<file path="src/rtl/branch_resolve_if.sv">
// rtl/branch_resolve_if.sv - IF/EX/predictor-training signal bundle for branch_resolve
interface branch_resolve_if #(
    parameter int CNT_W = 16
);
    logic              if_valid;
    logic              if_branch;
    logic              if_pred_taken;
    logic [31:0]       if_pc;
    logic              stall;
    logic              ex_branch;
    logic              ex_taken;
    logic [31:0]       ex_target;
    logic              upd_valid;
    logic              upd_taken;
    logic              redirect_valid;
    logic [31:0]       redirect_pc;
    logic              flush;
    logic [CNT_W-1:0]  branch_cnt;
    logic [CNT_W-1:0]  mispredict_cnt;

    modport master (
        output if_valid, if_branch, if_pred_taken, if_pc, stall,
               ex_branch, ex_taken, ex_target,
        input  upd_valid, upd_taken, redirect_valid, redirect_pc, flush,
               branch_cnt, mispredict_cnt
    );

    modport slave (
        input  if_valid, if_branch, if_pred_taken, if_pc, stall,
               ex_branch, ex_taken, ex_target,
        output upd_valid, upd_taken, redirect_valid, redirect_pc, flush,
               branch_cnt, mispredict_cnt
    );
endinterface

</file>
<file path="src/rtl/branch_resolve.sv">
// rtl/branch_resolve.sv - EX-stage branch resolution, predictor training, redirect and flush
// Optional statistics counters are enabled by defining BRANCH_STATS_EN.
module branch_resolve #(
    parameter int PIPE_DEPTH   = 2,
    parameter int FLUSH_CYCLES = 2,
    parameter int CNT_W        = 16
) (
    input  logic             clk,
    input  logic             rst,
    branch_resolve_if.slave  bus
);
    localparam int FCW = (FLUSH_CYCLES > 1) ? $clog2(FLUSH_CYCLES) : 1;
    localparam logic [FCW-1:0] FLUSH_INIT = FCW'(FLUSH_CYCLES - 1);

    typedef enum logic {IDLE, FLUSH} state_t;

    typedef struct packed {
        logic        valid;
        logic        branch;
        logic        pred_taken;
        logic [31:0] pc;
    } shadow_t;

    state_t          state;
    logic [FCW-1:0]  flush_cnt;
    shadow_t         sh [PIPE_DEPTH];
    shadow_t         entry_in;
    shadow_t         tail;

    logic            upd_valid_r;
    logic            upd_taken_r;
    logic            redirect_valid_r;
    logic [31:0]     redirect_pc_r;
    logic            flush_r;

    logic            predicted;
    logic            resolve;
    logic            mispredict;
    logic [31:0]     correct_pc;

    assign tail = sh[PIPE_DEPTH-1];

    // While flushing, anything fetched is on the wrong path and enters as a bubble.
    always_comb begin
        entry_in            = '0;
        entry_in.valid      = bus.if_valid & (state == IDLE);
        entry_in.branch     = bus.if_branch & bus.if_valid & (state == IDLE);
        entry_in.pred_taken = bus.if_pred_taken;
        entry_in.pc         = bus.if_pc;
    end

    assign predicted  = tail.valid & tail.branch & tail.pred_taken;
    assign resolve    = ~bus.stall & (state == IDLE) & bus.ex_branch;
    assign mispredict = resolve & (bus.ex_taken != predicted);
    assign correct_pc = bus.ex_taken ? bus.ex_target : (tail.pc + 32'd4);

    always_ff @(posedge clk or posedge rst) begin
        if (rst) begin
            state            <= IDLE;
            flush_cnt        <= '0;
            upd_valid_r      <= 1'b0;
            upd_taken_r      <= 1'b0;
            redirect_valid_r <= 1'b0;
            redirect_pc_r    <= '0;
            flush_r          <= 1'b0;
            for (int i = 0; i < PIPE_DEPTH; i++) begin
                sh[i] <= '0;
            end
        end else begin
            upd_valid_r      <= 1'b0;
            redirect_valid_r <= 1'b0;

            if (!bus.stall) begin
                for (int i = PIPE_DEPTH - 1; i > 0; i--) begin
                    sh[i] <= sh[i-1];
                end
                sh[0] <= entry_in;
            end

            case (state)
                IDLE: begin
                    if (resolve) begin
                        upd_valid_r <= 1'b1;
                        upd_taken_r <= bus.ex_taken;
                        if (mispredict) begin
                            redirect_valid_r <= 1'b1;
                            redirect_pc_r    <= correct_pc;
                            flush_r          <= 1'b1;
                            flush_cnt        <= FLUSH_INIT;
                            state            <= FLUSH;
                            // Kill every in-flight shadow entry, including the one just shifted in.
                            for (int i = 0; i < PIPE_DEPTH; i++) begin
                                sh[i].valid <= 1'b0;
                            end
                        end
                    end
                end
                FLUSH: begin
                    if (flush_cnt == '0) begin
                        flush_r <= 1'b0;
                        state   <= IDLE;
                    end else begin
                        flush_cnt <= flush_cnt - 1'b1;
                    end
                end
                default: state <= IDLE;
            endcase
        end
    end

    assign bus.upd_valid      = upd_valid_r;
    assign bus.upd_taken      = upd_taken_r;
    assign bus.redirect_valid = redirect_valid_r;
    assign bus.redirect_pc    = redirect_pc_r;
    assign bus.flush          = flush_r;

`ifdef BRANCH_STATS_EN
    logic [CNT_W-1:0] branch_cnt_r;
    logic [CNT_W-1:0] mispredict_cnt_r;

    // Saturating counters: they stick at all-ones rather than wrapping.
    always_ff @(posedge clk or posedge rst) begin
        if (rst) begin
            branch_cnt_r     <= '0;
            mispredict_cnt_r <= '0;
        end else begin
            if (resolve && !(&branch_cnt_r)) begin
                branch_cnt_r <= branch_cnt_r + 1'b1;
            end
            if (mispredict && !(&mispredict_cnt_r)) begin
                mispredict_cnt_r <= mispredict_cnt_r + 1'b1;
            end
        end
    end

    assign bus.branch_cnt     = branch_cnt_r;
    assign bus.mispredict_cnt = mispredict_cnt_r;
`else
    assign bus.branch_cnt     = '0;
    assign bus.mispredict_cnt = '0;
`endif
endmodule

</file>
<file path="src/flat_wrapper.sv">
// flat-port wrapper written by rule: the top's interface ports become plain ports
module branch_resolve_flat 
#(
    parameter int PIPE_DEPTH   = 2,
    parameter int FLUSH_CYCLES = 2,
    parameter int CNT_W        = 16
)
  (clk, rst, bus_if_valid, bus_if_branch, bus_if_pred_taken, bus_if_pc, bus_stall, bus_ex_branch, bus_ex_taken, bus_ex_target, bus_upd_valid, bus_upd_taken, bus_redirect_valid, bus_redirect_pc, bus_flush, bus_branch_cnt, bus_mispredict_cnt);
  branch_resolve_if #(.CNT_W(CNT_W)) bus_i ();
  input  logic clk;
  input  logic rst;
  input wire logic [$bits(bus_i.if_valid)-1:0] bus_if_valid;
  input wire logic [$bits(bus_i.if_branch)-1:0] bus_if_branch;
  input wire logic [$bits(bus_i.if_pred_taken)-1:0] bus_if_pred_taken;
  input wire logic [$bits(bus_i.if_pc)-1:0] bus_if_pc;
  input wire logic [$bits(bus_i.stall)-1:0] bus_stall;
  input wire logic [$bits(bus_i.ex_branch)-1:0] bus_ex_branch;
  input wire logic [$bits(bus_i.ex_taken)-1:0] bus_ex_taken;
  input wire logic [$bits(bus_i.ex_target)-1:0] bus_ex_target;
  output wire logic [$bits(bus_i.upd_valid)-1:0] bus_upd_valid;
  output wire logic [$bits(bus_i.upd_taken)-1:0] bus_upd_taken;
  output wire logic [$bits(bus_i.redirect_valid)-1:0] bus_redirect_valid;
  output wire logic [$bits(bus_i.redirect_pc)-1:0] bus_redirect_pc;
  output wire logic [$bits(bus_i.flush)-1:0] bus_flush;
  output wire logic [$bits(bus_i.branch_cnt)-1:0] bus_branch_cnt;
  output wire logic [$bits(bus_i.mispredict_cnt)-1:0] bus_mispredict_cnt;
  assign bus_i.if_valid = bus_if_valid;
  assign bus_i.if_branch = bus_if_branch;
  assign bus_i.if_pred_taken = bus_if_pred_taken;
  assign bus_i.if_pc = bus_if_pc;
  assign bus_i.stall = bus_stall;
  assign bus_i.ex_branch = bus_ex_branch;
  assign bus_i.ex_taken = bus_ex_taken;
  assign bus_i.ex_target = bus_ex_target;
  assign bus_upd_valid = bus_i.upd_valid;
  assign bus_upd_taken = bus_i.upd_taken;
  assign bus_redirect_valid = bus_i.redirect_valid;
  assign bus_redirect_pc = bus_i.redirect_pc;
  assign bus_flush = bus_i.flush;
  assign bus_branch_cnt = bus_i.branch_cnt;
  assign bus_mispredict_cnt = bus_i.mispredict_cnt;
  branch_resolve #(.PIPE_DEPTH(PIPE_DEPTH), .FLUSH_CYCLES(FLUSH_CYCLES), .CNT_W(CNT_W)) u_core (.clk(clk), .rst(rst), .bus(bus_i));
endmodule
</file>
<file path="config.mk">
export PLATFORM = sky130hd
export DESIGN_NAME = branch_resolve_flat
export DESIGN_NICKNAME = d
export VERILOG_FILES = /design/src/rtl/branch_resolve_if.sv /design/src/rtl/branch_resolve.sv /design/src/flat_wrapper.sv
export SDC_FILE = /design/constraint.sdc
export NUM_CORES = 1
export LEC_CHECK = 0
export CAP_MARGIN = 20
export CORE_MARGIN = 8
export CORE_UTILIZATION = 44
export DETAILED_ROUTE_END_ITERATION = 8
export PLACE_DENSITY = 0.81
export SLEW_MARGIN = 0
export SYNTH_ARGS = -nofsm -noshare
export SYNTH_HDL_FRONTEND = slang
export SYNTH_SLANG_ARGS = --single-unit
</file>
<file path="constraint.sdc">
create_clock -name clk -period 3.1 [get_ports clk]
set_input_delay 0.31 -clock clk [delete_from_list [all_inputs] [get_ports clk]]
set_output_delay 0.31 -clock clk [all_outputs]
set_load 0.01 [all_outputs]
</file>
==> summary.txt <==
Run status
  – Outcome: finished clean

Setup path
  – Crit path cell chain: nand4_1, or4_4, nor3_2, xor2_1, o21a_1
  – Critical path class: reg -> reg
  – Critical path capture point type: register
  – Max stage delay on crit path: slightly below 0.7 ns
  – CP max FO: 13
  – Worst Path Arrival: 2.46 ns
  – Crit path buf inv count: 0
  – Delay-heaviest family, CP: simple AND/OR/NAND/NOR gates
  – Startpoint class of the critical path: register
  – Worst path required time: ~3.4 ns
  – Slowest-stage cell, CP: or4_4

Finish
  – Layout Nets: 634
  – Seq. cell area: 2700 um2
  – Post-layout util: roughly 56%
  – Area grow syn2layout: 25.8%
  – Multi-input gate area: 2260 um2
  – Antenna diodes: 0
  – Layout cell share with drive strength beyond 1: between 10% and 20%
  – Fill count: just under 1000

Yosys
  – Cells after synthesis: 462
  – Count leader, synth: dfrtp_1
  – Distinct cell type count after synthesis: 44
  – Post-synth EDFFs: 0
  – Ranking of synthesized cells by area: dfrtp_1 (52%), mux2_2 (14%), buf_4 (4.9%), xor2_1 (3.0%), o21ai_0 (2.7%)
  – Post-synth top area cell: dfrtp_1
  – Yosys warns: 0
  – FF+latch count, synth: about 110
  – Synth Area per Inst: 11.3 um2
  – Seq/Total Area, Yosys: 51.7%
  – Ys async rst share: 100%
  – Post-synth top area share: between 50% and 60%
  – Cell Area, Synth: 5230 um2
  – Synth top cells by count: dfrtp_1 (108), mux2_2 (67), nand2_1 (36)
  – Post-synth top flop: dfrtp_1

Clock tree
  – Clk buf depth: 2
  – Htree depth: 3
  – Clk slew on worst S/H paths: 0.07 ns
  – Num CTS Buffers: 9
  – CTS Hold Bufs: 0
  – Post-cts resize count: 0
  – Clk_lat worst skew: 0.35 ns
  – Number of setup buffers added after CTS: 0
  – CTS tree: done
  – Clk sinks: 108
  – Clk root buf: clkbuf_16

Worst hold path
  – Hold Crit Class: in -> async

STA
  – Final hold violation count: 0
  – Clk_skew: around 0.010 ns
  – Fin worst setup slack: between 0.9 and 1 ns
  – Final Max Tran Viols: 0
  – TNS Setup: 0 ns
  – Worst-margin pin slew: 0.862 ns
  – Achievable frequency: 460 MHz
  – Period utilization: between 70% and 80%
  – Final worst path period need: 2.17 ns
  – Final setup vio count: 0
  – RSZ-0062 raised after global routing: false
  – Worst rel slew slack: 42.5%

Pwr
  – VDD IR max: 0.282 mV
  – P per Cell Area: 593 nW/um2
  – Leakage: 2.73 nW

Place
  – Worst slack at placement: 0.450 ns
  – IO Port Bufs: about 110
  – Routability cong.: 0.858
  – Dpl hpwl: 9690 um

Drt
  – Post-DR wirelength/cell: approximately 18 um
  – Initial DRC count: 230
  – Routed wire length: 12700 um
  – Antenna violation net count after detailed routing: 0
  – Avg Vias per Cell: 5.37
  – TritonRoute pass-1 iters: 4
  – Via count: around 3800
  – Remaining DRCs: 0

GRT
  – Initial antenna violation count: 0
  – Grt ovf: 0
  – Vias in the first global route: 3925
  – Largest net degree at the start of global routing: between 90 and 100
  – First-pass GRT wire length: 20400 um
  – All-Layer GR Usage: 16.2%

Flow run
  – Maxcap violations: 0

Floorplan
  – Core ar.: 11800 um2
  – Die X: 125 um
  – Row cnt: 40
  – DIE HEIGHT: 125 um
  – Die area: roughly 16000 um2
  – Initial Utilization: around 44%
  – Top Ports: 140
## cells by family (layout without fill, tap and decap cells)
logic type	Yosys count	in the layout	share of synthesized area, %
other	1	32	0.0717
buffers and inverters	63	136	7.34
and+or+nand+nor	108	108	10.6
muxes	73	73	15.6
DFF	108	108	51.7
adders and majority gates	1	1	0.239
AOI/OAI and AO/OA	81	81	9.93
xor gates and xnor gates	27	27	4.52
## stage by stage
step	power, mW	instances	hold WS, ns	area (um2)
after floorplan	2.37	493	0.449	5350
after global placement	2.82	696	0.467	6300
after detailed placement	2.86	696	0.472	6300
after CTS	3.92	712	0.309	6570
after global routing	4.08	713	0.344	6580
final	3.90	713	0.312	6580
## power by group
group / internal [mW] / switching (mW) / total, mW
clock: 0.547 / 0.512 / 1.06
combinational: 0.537 / 0.418 / 0.955
sequential: 1.66 / 0.223 / 1.88
## worst paths after layout
check | startpoint | endpoint | slack (ns) | cells past startpoint
setup / recovery | u_core.sh[7] | u_core.bus.redirect_pc[24] | 0.93 | 5
min in group clk | u_core.bus.redirect_pc[1] | u_core.bus.redirect_pc[1] | 0.48 | 2
hold / removal | rst | u_core.bus.redirect_pc[0] | 0.31 | 2
setup reg to reg | u_core.sh[7] | u_core.bus.redirect_pc[24] | 0.93 | 5
hold reg to reg | u_core.bus.redirect_pc[1] | u_core.bus.redirect_pc[1] | 0.48 | 2
max in group asynchronous | rst | u_core.bus.redirect_pc[8] | 1.99 | 3
## flip-flops by register name (all words and copies together) (netlist names)
register and count:
u_core.bus.redirect_valid 1, u_core.bus.redirect_pc 32, u_core.state 1, u_core.bus.upd_taken 1, u_core.flush_cnt 1, u_core.sh 70
u_core.bus.upd_valid 1, u_core.bus.flush 1
## placed cells by master (no fill, tap or decap), types with 9 or more instances in the layout
master           synthesis  routed
a21oi_1                 13      13
conb_1                   1      32
mux2_2                  67      67
dfrtp_1                108     108
xor2_1                  18      18
a22o_1                  11      11
nand2_1                 36      36
clkbuf_16                0       9
nor2_1                  20      20
nand3_1                 18      18
o21ai_0                 28      28
clkdlybuf4s50_1          0     106
xnor2_1                  9       9
nand4_1                 10      10
a22oi_1                 11      11
## final cells by class
class	count	area share, %
clock buffer	9	3.42
clock inverter	7	0.780
inverter	7	0.533
multi-input combinational	322	34.3
sequential	108	41.1
tap	147	2.80
timing repair buffer	113	17.0
## worst reg2reg max path: cells and delay by family (launching register included)
family,cells,cell delay [ns]
simple gates,3,1.32
compound gates,1,0.14
xor+xnor,1,0.23
flops,1,0.43
## per-layer routing
layer / share of wire, % / up-vias / GRT usage [%] / routed length [um]
met5: 0 / - / 0 / 0
met3: 7.0 / 29 / 4.46 / 882
met1: 41 / 1853 / 18.8 / 5160
met2: 49 / 167 / 27.2 / 6180
met4: 3.5 / 0 / 8.17 / 440
li1: - / 1780 / - / -
Power figures use the tool's default switching activity.
